[config.mk]
export PLATFORM = sky130hd
export DESIGN_NAME = rx_engine
export DESIGN_NICKNAME = d
export VERILOG_FILES = /design/src/rtl/uart_pkg.sv /design/src/rtl/rx_bit_timer.sv /design/src/rtl/rx_engine.sv
export SDC_FILE = /design/constraint.sdc
export NUM_CORES = 1
export LEC_CHECK = 0
export BUFFER_PORTS_ARGS = -buffer_cell sky130_fd_sc_hd__buf_2
export CAP_MARGIN = 15
export CORE_MARGIN = 1.5
export CORE_UTILIZATION = 55
export CTS_BUF_LIST = sky130_fd_sc_hd__clkbuf_16
export DETAILED_ROUTE_END_ITERATION = 10
export PLACE_DENSITY = 0.7
export RECOVER_POWER = 50
export SYNTH_ARGS = -nofsm -noshare
export SYNTH_HDL_FRONTEND = slang
export SYNTH_HIERARCHICAL = 1
export SYNTH_SLANG_ARGS = --single-unit
[constraint.sdc]
create_clock -name clk -period 9.15 [get_ports clk]
set_input_delay 1.3725 -clock clk [delete_from_list [all_inputs] [get_ports clk]]
set_output_delay 1.3725 -clock clk [all_outputs]
set_load 0.005 [all_outputs]
[src/rtl/uart_pkg.sv]
`default_nettype none
// ============================================================================
// uart_pkg : baud table, receive FSM states and parity helper shared by TX/RX
// Revision 1.0
// ============================================================================
package uart_pkg;

  localparam int BT_W = 19;

  typedef enum logic [2:0] {
    ST_IDLE  = 3'd0,
    ST_START = 3'd1,
    ST_DATA  = 3'd2,
    ST_PAR   = 3'd3,
    ST_STOP  = 3'd4
  } rx_state_t;

  function automatic int baud_rate(input logic [3:0] idx);
    case (idx)
      4'd0:    return 300;
      4'd1:    return 1200;
      4'd2:    return 2400;
      4'd3:    return 4800;
      4'd4:    return 9600;
      4'd5:    return 19200;
      4'd6:    return 38400;
      4'd7:    return 57600;
      4'd8:    return 115200;
      4'd9:    return 230400;
      4'd10:   return 460800;
      4'd11:   return 921600;
      default: return 115200;
    endcase
  endfunction

  // Clocks per bit, rounded to nearest; only ever evaluated at elaboration.
  function automatic logic [BT_W-1:0] baud_div(input int clk_hz, input logic [3:0] idx);
    int rate;
    rate = baud_rate(idx);
    return BT_W'((clk_hz + rate / 2) / rate);
  endfunction

  function automatic logic parity8(input logic [7:0] d);
    return ^d;
  endfunction

endpackage
`default_nettype wire

[src/rtl/rx_bit_timer.sv]
`default_nettype none
// ============================================================================
// rx_bit_timer : bit-time down-counter producing the mid-bit sample strobe
// Revision 1.0
// ============================================================================
module rx_bit_timer
  import uart_pkg::*;
(
  input  logic            clk,
  input  logic            rst,
  input  logic            run,
  input  logic            load_half,
  input  logic            load_full,
  input  logic [BT_W-1:0] bit_time,
  output logic            strobe
);

  logic [BT_W-1:0] cnt;

  assign strobe = run && (cnt == '0);

  always_ff @(posedge clk or negedge rst) begin
    if (!rst) begin
      cnt <= '0;
    end else if (load_half) begin
      cnt <= (bit_time >> 1) - BT_W'(1);
    end else if (load_full) begin
      cnt <= bit_time - BT_W'(1);
    end else if (cnt != '0) begin
      cnt <= cnt - BT_W'(1);
    end
  end

endmodule
`default_nettype wire

[src/rtl/rx_engine.sv]
`default_nettype none
// ============================================================================
// rx_engine : UART receiver with parity, framing and overrun detection
// Revision 1.0
// ============================================================================
module rx_engine
  import uart_pkg::*;
#(
  parameter int CLK_HZ       = 100_000_000,
  parameter int BIT_OVERRIDE = 0
) (
  input  logic       clk,
  input  logic       rst,
  input  logic       rx,
  input  logic       eight,
  input  logic       p_en,
  input  logic       ohel,
  input  logic [3:0] baud,
  input  logic       clr,
  output logic [7:0] rx_data,
  output logic       rxrdy,
  output logic       perr,
  output logic       ferr,
  output logic       ovf
);

  logic [BT_W-1:0] bt_tab [16];
  logic [BT_W-1:0] bit_time;
  logic            sync1, rxs, rxs_d;
  rx_state_t       state;
  logic            eight_l, p_en_l, ohel_l;
  logic [3:0]      baud_l;
  logic [2:0]      bit_cnt;
  logic [7:0]      shreg;
  logic            par_bit, stop_bit, done;
  logic            start_det, strobe;

  for (genvar i = 0; i < 16; i++) begin : g_bt_tab
    assign bt_tab[i] = (BIT_OVERRIDE != 0) ? BT_W'(BIT_OVERRIDE) : baud_div(CLK_HZ, 4'(i));
  end

  // The half-bit load happens in the same cycle baud is latched, so use the live index in IDLE.
  assign bit_time  = bt_tab[(state == ST_IDLE) ? baud : baud_l];
  assign start_det = (state == ST_IDLE) && rxs_d && !rxs;

  always_ff @(posedge clk or negedge rst) begin
    if (!rst) begin
      sync1 <= 1'b1;
      rxs   <= 1'b1;
      rxs_d <= 1'b1;
    end else begin
      sync1 <= rx;
      rxs   <= sync1;
      rxs_d <= rxs;
    end
  end

  rx_bit_timer u_timer (
    .clk       (clk),
    .rst       (rst),
    .run       (state != ST_IDLE),
    .load_half (start_det),
    .load_full (strobe),
    .bit_time  (bit_time),
    .strobe    (strobe)
  );

  always_ff @(posedge clk or negedge rst) begin
    if (!rst) begin
      state    <= ST_IDLE;
      eight_l  <= 1'b0;
      p_en_l   <= 1'b0;
      ohel_l   <= 1'b0;
      baud_l   <= 4'd0;
      bit_cnt  <= 3'd0;
      shreg    <= 8'h00;
      par_bit  <= 1'b0;
      stop_bit <= 1'b0;
      done     <= 1'b0;
      rx_data  <= 8'h00;
      rxrdy    <= 1'b0;
      perr     <= 1'b0;
      ferr     <= 1'b0;
      ovf      <= 1'b0;
    end else begin
      done <= 1'b0;
      case (state)
        ST_IDLE: begin
          if (start_det) begin
            eight_l <= eight;
            p_en_l  <= p_en;
            ohel_l  <= ohel;
            baud_l  <= baud;
            state   <= ST_START;
          end
        end
        ST_START: begin
          if (strobe) begin
            if (!rxs) begin
              bit_cnt <= 3'd0;
              shreg   <= 8'h00;
              state   <= ST_DATA;
            end else begin
              state <= ST_IDLE;
            end
          end
        end
        ST_DATA: begin
          if (strobe) begin
            shreg[bit_cnt] <= rxs;
            if (bit_cnt == (eight_l ? 3'd7 : 3'd6)) begin
              state <= p_en_l ? ST_PAR : ST_STOP;
            end else begin
              bit_cnt <= bit_cnt + 3'd1;
            end
          end
        end
        ST_PAR: begin
          if (strobe) begin
            par_bit <= rxs;
            state   <= ST_STOP;
          end
        end
        ST_STOP: begin
          if (strobe) begin
            stop_bit <= rxs;
            done     <= 1'b1;
            state    <= ST_IDLE;
          end
        end
        default: state <= ST_IDLE;
      endcase

      // Completion takes priority over a coincident clr; ovf sees the pre-clr rxrdy.
      if (done) begin
        rx_data <= {eight_l & shreg[7], shreg[6:0]};
        rxrdy   <= 1'b1;
        ferr    <= ~stop_bit;
        perr    <= p_en_l & (parity8(shreg) ^ par_bit ^ ohel_l);
        ovf     <= ovf | rxrdy;
      end else if (clr) begin
        rxrdy <= 1'b0;
        perr  <= 1'b0;
        ferr  <= 1'b0;
        ovf   <= 1'b0;
      end
    end
  end

endmodule
`default_nettype wire
# Word-level counts from Yosys, hierarchy flattened
# Memory sizes are Yosys's and may differ from the RTL's.
# Cells that the tools add are included.
dict set report totals {
  mem_bits_ro 304
  memories 1
  register_bits 58
}
dict set report op_classes {
  muxes 35
  bitwise_logic 7
  order_cmp 3
  n_reduce_logical 19
  addsub 4
  n_eq_ne 13
}
# name words word_bits read_ports rd_ports_with_merged_regs write_ports line
set mem_list {}
lappend mem_list {{(name not given)} 16 19 1 0 0 rx_engine.sv:43} ;# assign bit_time = bt_tab[(state == ST_IDLE) ? baud : baud_l];
# op count
set op_table {}
lappend op_table {{19-bit two-way mux} 5}
lappend op_table {{19-bit by 1-bit subtractor with 19-bit output (second input constant)} 2}
lappend op_table {{3-bit two-way mux} 11}
lappend op_table {{8-bit two-way mux} 3}
lappend op_table {{19-bit zero test} 1}
lappend op_table {{19-bit nonzero test} 1}
lappend op_table {{18-bit by 1-bit subtractor with 19-bit output (second input constant)} 1}
lappend op_table {{2-bit inequality test (second input constant)} 8}
lappend op_table {{8-bit one-hot mux with 2 select lines} 1}
lappend op_table {{3-bit one-hot mux with 5 select lines} 1}
lappend op_table {{1-bit two-way mux} 9}
lappend op_table {{8-bit bitwise mux} 1}
lappend op_table {{8-bit parity} 1}
lappend op_table {{3-bit by 2-bit equality test with 1-bit output (second input constant)} 2}
lappend op_table {{3-bit one-hot mux with 2 select lines} 1}
lappend op_table {{2-bit AND reduction} 3}
lappend op_table {{6-bit AND reduction} 1}
lappend op_table {{3-bit nonzero test} 2}
lappend op_table {{5-bit greater-or-equal comparator (second input constant)} 1}
lappend op_table {{4-bit NOT with 5-bit output} 1}
lappend op_table {{5-bit AND reduction} 1}
lappend op_table {{1-bit logical AND} 4}
lappend op_table {{3-bit by 4-bit less-than comparator with 1-bit output (second input constant)} 1}
lappend op_table {{4-bit two-way mux} 1}
lappend op_table {{15 further kinds} 18}

# Logic depth before layout (Yosys ltp)
dict set report logic_depth {
  ltp_word 9
  mapped_depth 14
  depth_no_buf 13
}

# By module
# The synthesis kept the hierarchy.
# mod seq_area_each_um2 n_inst area_each_um2 cells_per_inst
set by_module_without_submodules {}
lappend by_module_without_submodules {rx_engine 979.7 1 2209.6 211}
lappend by_module_without_submodules {rx_bit_timer 475.5 1 1411.4 142}

# Least setup slack after synthesis
# OpenSTA, ideal clock, no wires.
dict set report synth_timing {
  path_type {input to register}
  start {input baud[1]}
  end {register u_timer.cnt[18]}
  arrival_ns 4.020
  cell_stages 10
  setup_slack_ns 5.003
  n_path_buf 0
  path_cell_list {mux2_4 ha_1 mux2i_1 o22ai_1 mux2_1 mux2i_1 nand4_2 or4_4 a2111oi_4 mux2_1}
}
dict set report synth_via {
  elab_chain_len 8
  word_cells_on_any_way 9
  classes_between {2 x add/sub; 5 x mux; 1 x bitwise; 1 x memory}
}
# element line
set synth_lines {}
lappend synth_lines {{start: declaration} rx_engine.sv:18} ;# input logic [3:0] baud,
lappend synth_lines {{4-bit two-way mux (*)} rx_engine.sv:43}
lappend synth_lines {{4-bit NOT with 5-bit output (*)} rx_engine.sv:43}
lappend synth_lines {{memory 16 x 19 bit (*)} n/a}
lappend synth_lines {{19-bit two-way mux (*) (2 in a row)} rx_engine.sv:43}
lappend synth_lines {{via bit_time[4]} rx_engine.sv:28} ;# logic [BT_W-1:0] bit_time;
lappend synth_lines {{19-bit by 1-bit subtractor with 19-bit output} rx_bit_timer.sv:28} ;# cnt <= bit_time - BT_W'(1);
lappend synth_lines {{19-bit two-way mux} rx_bit_timer.sv:27} ;# end else if (load_full) begin
lappend synth_lines {{19-bit two-way mux (*)} rx_bit_timer.sv:25} ;# end else if (load_half) begin
lappend synth_lines {{end signal: assignment} rx_bit_timer.sv:26} ;# cnt <= (bit_time >> 1) - BT_W'(1);
lappend synth_lines {{end signal: assignment} rx_bit_timer.sv:28}
lappend synth_lines {{end signal: assignment} rx_bit_timer.sv:30} ;# cnt <= cnt - BT_W'(1);
lappend synth_lines {{end: declaration} rx_bit_timer.sv:18} ;# logic [BT_W-1:0] cnt;
# The timed path passes the listed nets; every way through them passes the cells marked *. The select of a mux whose other input is x is not followed.
# A chain may end at the register's enable or synchronous reset.

# Final worst setup path
dict set report layout_timing {
  start {input baud[3]}
  end {register u_timer.cnt[18]}
}
# Same word-level chain as after synthesis.

==> impl_metrics.csv <==
group,metric,value,unit
status,status,"complete, but fails checks",
status,violations,"capacitance limit, slew limit",
timing,timing.final.crit_share,0.499,
grt,grt_pass1_wl,13100,um
logic_synthesis,synth.ff_latch_count,58,
setup_path,r2r-start,"state[1]",
setup_path,path_max_fanout,17,
setup_path,critPathArrivalTime,4770,ps
hold_path,hold_start,"sync1",
finish,area_growth,12.1,%
routing,routedWlPerCell,17.1,um
finish,layout-drive-gt1-share,0.210,
finish,n_fill_cell,540,
finish,layout_commonest_cell,"dfrtp_1",
setup_path,slowest_delay,740,ps
logic_synthesis,netlist_top_cells_area,"dfrtp_1, mux2i_1, mux2_2",
floorplan,io_pins,23,
job,drv_cap,1,
floorplan,rows,29,
timing,fin_hold_ws,359,ps
routing,avgViaCountPerCell,6.06,
routing,num_vias,2752,
setup_path,startpoint,"baud[3]",
timing,period_needed,4560,ps
clock_tree,post_cts_buffers,0,
finish,final_area,4060,um^2
hold_path,min_path_type,"flip-flop to flip-flop",
timing,fin_tns_setup,0,ps
floorplan,dieHeight,84.1,um
routing,first_pass_iters,4,
floorplan,die_w,84.1,um
finish,multiInputGateArea,2020,um^2
logic_synthesis,synth_cell_types,58,
clock_tree,insertion_delay,330,ps
power_and_ir_drop,vdd_ir_drop_max,0.173,mV
logic_synthesis,yosysSeqAreaShare,0.402,
grt,antenna_found_initial,0,
routing,ant_nets,0,
floorplan,die_area,7080,um^2
power_and_ir_drop,power.density,276,nW/um^2
place,place.detailed.hpwl,5520,um
logic_synthesis,synth-edff-count,0,
finish,nets,391,
clock_tree,cts_max_level,3,
clock_tree,tritoncts,"yes",
routing,drtIter0Drc,97,
place,numPortBuffers,22,
setup_path,critPathRequiredTime,9360,ps
grt,grt_pass1_vias,2684,
grt,grt_max_degree,59,
place,place_area,3750,um^2
timing,hold_violations,0,
setup_path,start_kind,"primary input",
timing,fmax,0.219,GHz
timing,maxSlewViolCount,59,
logic_synthesis,async_reset_ff_frac,1.00,
clock_tree,clkTransAtPathRegs,50,ps
logic_synthesis,syn_inst,353,
setup_path,cp-end-kind,"flip-flop",
grt,overflow,0,
logic_synthesis,yosysTopAreaCell,"dfrtp_1",
timing,max-slew-margin-rel,-1.02,
timing,grt_setup_unrepaired,"false",
setup_path,crit_path_cell_trace,"buf_2, mux2i_2, nand2_1, a2bb2oi_1, mux2_4, mux2i_1, nand4_1, or4_4, a2111oi_4, mux2_1",
setup_path,critPathKind,"primary input to flip-flop",
floorplan,core_region_area,6350,um^2
finish,antenna-diode-count,0,
place,gp_congestion,0.903,
setup_path,crit_family,"multiplexers",
finish,final_cell_mix,"dfrtp_1, nor2_1, mux2i_1",
routing,drcViolationCount,0,
clock_tree,ctsResizeCount,0,
clock_tree,hold_buffers,0,
logic_synthesis,postSynthAreaPerCell,10.3,um^2
grt,grt_use_total,0.238,
timing,worstMarginPinSlew,3030,ps
setup_path,worst_path_max_delay_cell,"mux2i_2",
clock_tree,root_buffer,"clkbuf_16",
logic_synthesis,syn_area,3620,um^2
routing,routed_wl,7780,um
clock_tree,cts_buffers,9,
logic_synthesis,synth_top_area_share,0.380,
finish,seq_area,1460,um^2
logic_synthesis,synth-main-ff-cell,"dfrtp_1",
timing,fin_skew,6.64,ps
setup_path,path_buf_inv,1,
logic_synthesis,yosys_warnings,6,
clock_tree,cts_sinks,58,
timing,setup_viol,0,
floorplan,initial_core_util,0.570,
clock_tree,cts.path.max_buffers,2,
power_and_ir_drop,leakagePower,0.00185,uW
## power by group
| part | total, uW | internal [uW] | switching, uW |
|---|---|---|---|
| sequential | 352 | 311 | 40.7 |
| combinational | 421 | 175 | 246 |
| clock | 349 | 234 | 114 |
| total | 1120 | 721 | 401 |
## metrics by stage
| stage | power (uW) | utilization | worst slack, ps | std cells |
|---|---|---|---|---|
| 3_5_place_dp | 770 | 0.591 | 4330 | 438 |
| 5_1_grt | 1190 | 0.639 | 4330 | 454 |
| 6_report | 1120 | 0.639 | 4590 | 454 |
| 4_1_cts | 1120 | 0.640 | 4640 | 454 |
| 2_1_floorplan | 681 | - | 5000 | 354 |
| 3_3_place_gp | 759 | 0.591 | 4420 | 438 |
## final cells by class
class | count | area share
clock buffer | 9 | 0.0555
clock inverter | 7 | 0.0206
inverter | 13 | 0.0120
multi-input combinational | 265 | 0.498
sequential | 58 | 0.358
tap | 77 | 0.0237
timing repair buffer | 25 | 0.0317
## kinds of logic after synthesis
logic type,share of synthesized area
AO/OA/AOI/OAI,0.125
XOR/XNOR,0.0498
adder cells (fa/ha/maj),0.0276
buffers and inverters,0.0408
flip-flops,0.402
multiplexers,0.203
other,0.00104
AND/OR/NAND/NOR,0.151
## path summary, 6_finish.rpt
check | depth (start not counted) | slack, ps | end
min | 0 | 360 | rxs
max reg2reg | 10 | 4690 | u_timer/cnt[18]
max | 10 | 4590 | u_timer/cnt[18]
max in group asynchronous | 2 | 5300 | u_timer/cnt[10]
min in group asynchronous | 2 | 2150 | shreg[0]
min reg2reg | 0 | 360 | rxs
## registers in the layout (all words and copies together) (netlist names)
name	flops
done	1
u_timer/cnt	19
p_en_l	1
ferr	1
shreg	8
rxs_d	1
sync1	1
rx_data	8
stop_bit	1
bit_cnt	3
rxrdy	1
ohel_l	1
ovf	1
state	3
par_bit	1
baud_l	4
eight_l	1
perr	1
rxs	1
## cell usage after synthesis, types with 2 or more instances
| cell | instances |
|---|---|
| dfstp_2 | 3 |
| o2111ai_1 | 2 |
| nor3_1 | 7 |
| mux2_2 | 22 |
| nand4_1 | 6 |
| nand2_1 | 23 |
| xnor2_1 | 10 |
| dfrtp_1 | 55 |
| and2_1 | 2 |
| a21oi_1 | 9 |
| clkbuf_1 | 7 |
| a21o_1 | 3 |
| and3_1 | 7 |
| nor2b_1 | 6 |
| nor2_1 | 30 |
| nor4_1 | 6 |
| ha_1 | 8 |
| a21boi_0 | 2 |
| inv_1 | 13 |
| buf_6 | 3 |
| o21ai_0 | 18 |
| a22oi_1 | 4 |
| nand3_1 | 10 |
| buf_2 | 7 |
| o31ai_1 | 4 |
| mux2_4 | 4 |
| a31oi_1 | 7 |
| mux2i_1 | 27 |
| mux2i_2 | 4 |
| mux2_1 | 9 |
| xor2_1 | 8 |
## layer usage
| metal | vias up | wire length [um] | track usage |
|---|---|---|---|
| met5 | - | 0 | 0 |
| met4 | 0 | 180 | 0.109 |
| met3 | 17 | 292 | 0.0403 |
| met2 | 67 | 4010 | 0.412 |
| met1 | 1352 | 3300 | 0.290 |
| li1 | 1316 | - | - |
Note: power is estimated with default switching activity, not from simulation.
